[src/rtl/fetch_stage.sv]
// Instruction-fetch stage: owns the PC, resolves J-type jumps locally, accepts
// branch redirects from downstream and presents a registered IF/ID bundle.
module fetch_stage #(
  parameter logic [31:0] RESET_PC    = 32'h0000_0000,
  parameter logic [5:0]  HALT_OPCODE = 6'h3F,
  parameter logic [5:0]  JUMP_OPCODE = 6'h02
) (
  input  logic        clk,
  input  logic        rst_n,
  input  logic        stall,
  input  logic        br_take,
  input  logic [31:0] br_pc4,
  input  logic [15:0] br_imm16,
  output logic [31:0] imem_addr,
  input  logic [31:0] imem_rdata,
  output logic [31:0] ifid_instr,
  output logic [31:0] ifid_pc4,
  output logic        ifid_valid,
  output logic        halted,
  output logic [31:0] fetch_count
);

  typedef enum logic [1:0] {BOOT, RUN, HALT} state_t;

  state_t      state, state_nxt;
  logic [31:0] pc, pc_nxt, pc_plus4;
  logic [31:0] instr_nxt, pc4_nxt, count_nxt;
  logic        valid_nxt;
  logic [5:0]  opcode;

  function automatic logic [31:0] branch_target(input logic [31:0] pc4,
                                                input logic [15:0] imm16);
    logic signed [31:0] offset;
    offset = $signed({{14{imm16[15]}}, imm16, 2'b00});
    return $unsigned($signed(pc4) + offset);
  endfunction

  function automatic logic [31:0] jump_target(input logic [31:0] pc4,
                                              input logic [31:0] instr);
    return {pc4[31:28], instr[25:0], 2'b00};
  endfunction

  assign imem_addr = pc;
  assign pc_plus4  = pc + 32'd4;
  assign opcode    = imem_rdata[31:26];

  always_comb begin
    state_nxt = state;
    pc_nxt    = pc;
    instr_nxt = ifid_instr;
    pc4_nxt   = ifid_pc4;
    valid_nxt = ifid_valid;
    count_nxt = fetch_count;
    case (state)
      BOOT: state_nxt = RUN;
      RUN: begin
        if (br_take) begin
          pc_nxt    = branch_target(br_pc4, br_imm16);
          instr_nxt = '0;
          pc4_nxt   = '0;
          valid_nxt = 1'b0;
        end else if (!stall) begin
          instr_nxt = imem_rdata;
          pc4_nxt   = pc_plus4;
          valid_nxt = 1'b1;
          count_nxt = fetch_count + 32'd1;
          if (opcode == JUMP_OPCODE)
            pc_nxt = jump_target(pc_plus4, imem_rdata);
          else if (opcode == HALT_OPCODE)
            state_nxt = HALT;
          else
            pc_nxt = pc_plus4;
        end
      end
      HALT: begin
        // A taken branch here means the halt was on the wrong path.
        if (br_take) begin
          pc_nxt    = branch_target(br_pc4, br_imm16);
          instr_nxt = '0;
          pc4_nxt   = '0;
          valid_nxt = 1'b0;
          state_nxt = RUN;
        end else if (!stall) begin
          instr_nxt = '0;
          valid_nxt = 1'b0;
        end
      end
      default: state_nxt = BOOT;
    endcase
  end

  // IF/ID boundary
  always_ff @(posedge clk or negedge rst_n) begin
    if (!rst_n) begin
      state       <= BOOT;
      pc          <= RESET_PC;
      ifid_instr  <= '0;
      ifid_pc4    <= '0;
      ifid_valid  <= 1'b0;
      halted      <= 1'b0;
      fetch_count <= '0;
    end else begin
      state       <= state_nxt;
      pc          <= pc_nxt;
      ifid_instr  <= instr_nxt;
      ifid_pc4    <= pc4_nxt;
      ifid_valid  <= valid_nxt;
      halted      <= (state_nxt == HALT);
      fetch_count <= count_nxt;
    end
  end

endmodule

[config.mk]
export PLATFORM = sky130hd
export DESIGN_NAME = fetch_stage
export DESIGN_NICKNAME = d
export VERILOG_FILES = /design/src/rtl/fetch_stage.sv
export SDC_FILE = /design/constraint.sdc
export NUM_CORES = 1
export LEC_CHECK = 0
export CORE_UTILIZATION = 47
export CTS_CLUSTER_SIZE = 12
export DETAILED_ROUTE_END_ITERATION = 6
export DONT_BUFFER_PORTS = 1
export HOLD_SLACK_MARGIN = 0.15
export PLACE_DENSITY = 0.71
export SYNTH_ARGS = -nofsm -noshare
export SYNTH_HDL_FRONTEND = slang
export SYNTH_SLANG_ARGS = --single-unit
[constraint.sdc]
create_clock -name clk -period 2.6 [get_ports clk]
set_clock_uncertainty 0.05 [all_clocks]
set_input_delay 0.26 -clock clk [delete_from_list [all_inputs] [get_ports clk]]
set_output_delay 0.26 -clock clk [all_outputs]
set_load 0.05 [all_outputs]
==> flow_metrics.tcl <==
set metrics [dict create \
    core.rowCount 46 \
    initial_core_util_pct 48.57 \
    syn_area_sq_um 7799 \
    crit_path_end_kind "flop" \
    cp.required_ns 2.83 \
    start_kind "flop" \
    fin_tns_setup_ns 0 \
    slew_headroom_pct 37.17 \
    synth_top_area_share_pct 42.36 \
    drt_wl_total_mm 22.78 \
    rsz0062_at_grt "false" \
    dieArea_sq_um 17110 \
    reg2reg_slack_ns 0.25 \
    crit_arrival_ns 2.58 \
    fp.coreArea_sq_um 16060 \
    ant_nets 0 \
    status "finished with violations" \
    cts_buffer_depth 2 \
    vias_per_cell 5.895 \
    h-tree-depth 4 \
    final_area_sq_um 9392 \
    leakagePower_nw 4.163 \
    powerDensity_nw_per_um2 773.7 \
    cts_hold_buf 39 \
    worst-path-max-fanout 33 \
    hold_viol_final 132 \
    clk_latency_ns 0.41 \
    die_height_um 130.8 \
    grt_pass1_vias 6419 \
    grt_pass1_wl_mm 34.71 \
    num_vias 6756 \
    yosysTopAreaCell "dfrtp_1" \
    fin_crit_sh_pct 90.44 \
    die_x_um 130.8 \
    syn_nets 948 \
    min_period_ns 2.351 \
    failed_checks "hold timing" \
    ir_drop_mv 0.4413 \
    path_class "flop to flop" \
    reg2regPathDepth 7 \
    dpl_cell_area_sq_um 8406 \
    post_drt_wl_per_cell_um 19.88 \
    ios 214 \
    synth_seq_cells 132 \
    crit_start "state[1]" \
    root_buffer "clkbuf_16" \
    finalWeightedCongestion 0.9581 \
    fmax_ghz 0.4253 \
    drtIter0Drc 497 \
    drcViolationCount 0 \
    finalCoreUtilization_pct 58.49 \
    antenna_found_initial 1 \
    cts_buffers 17 \
    final_nets 1032 \
    hold_path_class "primary input to asynchronous set/reset pin" \
    synthArstFlopShare_pct 100.0 \
    clk_pin_slew_ns 0.06 \
    yosysSeqAreaShare_pct 42.36 \
    postCtsSetupBuffers 0 \
    post_cts_resized 0 \
    syn_avg_cell_area_sq_um 9.373 \
    setup_viol 0 \
    grtUsageTotal_pct 26.77 \
    cts_tree "yes" \
    worstMarginPinSlew_ns 0.9402 \
    fin_hold_ws_ns -0.5025 \
    grt_start_max_net_pins 133 \
    drive_gt1_share_pct 13.89 \
    dp_slack_ns 0.07348 \
    dpl.hpwl_mm 16.93 \
    synth_edf_count 0 \
    gr-total-overflow 0 \
    regToRegStartpoint "state[1]" \
    firstDrtPassIters 7 \
    syn2layout_area_growth_pct 20.42 \
    synth_cell_types 74 \
    io_buffers 0 \
    maxCapViolCount 0 \
    ys.flop_type "dfrtp_1" \
    drv_slew 0 \
    synth_cells 832 \
    synth_area_leaders "dfrtp_1 (42%), xnor2_1 (5.3%), nand2_1 (5.1%), ha_1 (5.0%), o21ai_0 (4.6%)" \
    clock_sinks 132 \
    layout_setup_ws_ns 0.2487 \
    yosysWarnings 0 \
]
[worst paths after layout]
kind                             endpoint
max                         imem_addr[29]
min                         ifid_instr[3]
max reg2reg                 imem_addr[29]
min reg2reg                fetch_count[0]
max in group asynchronous  ifid_instr[19]
min in group clk             imem_addr[2]
[cells in the final DEF (no fill, tap or decap), drive strengths merged, types with 10 or more instances in the layout]
| cell type | netlist | final |
|---|---|---|
| a211oi | 13 | 13 |
| a21o | 13 | 13 |
| a21oi | 62 | 62 |
| a22o | 39 | 39 |
| a22oi | 10 | 10 |
| and3 | 15 | 15 |
| buf | 10 | 66 |
| clkbuf | 30 | 18 |
| dfrtp | 132 | 132 |
| dlygate4sd3 | 0 | 39 |
| ha | 31 | 31 |
| inv | 14 | 17 |
| nand2 | 107 | 107 |
| nand3 | 32 | 32 |
| nand4 | 19 | 19 |
| nor2 | 40 | 40 |
| nor3 | 19 | 19 |
| o21ai | 75 | 75 |
| xnor2 | 47 | 47 |
| xor2 | 37 | 37 |
[registers in the layout, indices dropped and copies added, names as in the netlist]
| signal | cells |
|---|---|
| state | 2 |
| fetch_count | 32 |
| ifid_instr | 32 |
| ifid_valid | 1 |
| halted | 1 |
| ifid_pc4 | 32 |
| imem_addr | 32 |
[kinds of logic (layout without fill, tap and decap cells)]
logic type,count (synthesis),in the layout,share of synthesized area [%]
buffers and inverters,54,151,2.808
AND/OR/NAND/NOR,268,268,17.92
other,0,1,0
adder cells (fa/ha/maj),32,32,5.230
AO/OA/AOI/OAI,260,260,22.00
XOR/XNOR,84,84,9.434
flip-flops,132,132,42.36
multiplexers,2,2,0.2567
[power by group]
group / internal [mW] / switching [mW] / total, mW / leakage (nW)
sequential: 2.29 / 0.545 / 2.83 / 1.72
combinational: 0.676 / 1.38 / 2.05 / 2.16
clock: 1.45 / 0.932 / 2.38 / 0.289
[routing by layer]
layer	share of wire (%)	GRT usage, %
met1	44	35.62
met2	44	41.33
met3	9.2	8.143
met4	2.0	9.195
met5	0	0
[Yosys cell counts, types with 12 or more instances]
library cell,n
nand4_1,16
dfrtp_1,132
a21o_1,13
a211oi_1,12
a22o_1,39
inv_1,14
nor3_1,15
xnor2_1,47
and3_1,15
clkbuf_1,30
o21ai_0,72
nor2_1,38
xor2_1,37
a21oi_1,61
nand2_1,106
ha_1,31
nand3_1,31
[critical path, cell delays in order, from the launching register on]
cell      delay, ns
dfrtp_1        0.51
xor2_1         0.36
a22oi_2        0.09
buf_4          0.28
o21bai_2       0.38
a21o_1         0.23
a21oi_1        0.21
o21ai_0        0.11
[area by class of cell]
class	count	area, sq um
fill	1385	6666
multi-input combinational	646	4284
sequential	132	3303
timing repair buffer	105	885.9
clock buffer	18	439.2
tap	216	270.3
clock inverter	14	153.9
inverter	14	52.55
antenna	1	2.502
[metrics by stage]
step                power, mW  instances  hold slack, ns
global route            7.562       1145         -0.5239
global placement        4.811       1074        -0.08157
floorplan               4.241        832        -0.08559
CTS                     7.292       1145         -0.5214
finish                  7.266       1146         -0.5025
detailed placement      4.839       1074        -0.08104
No activity file was read; power rests on OpenSTA's default activity.
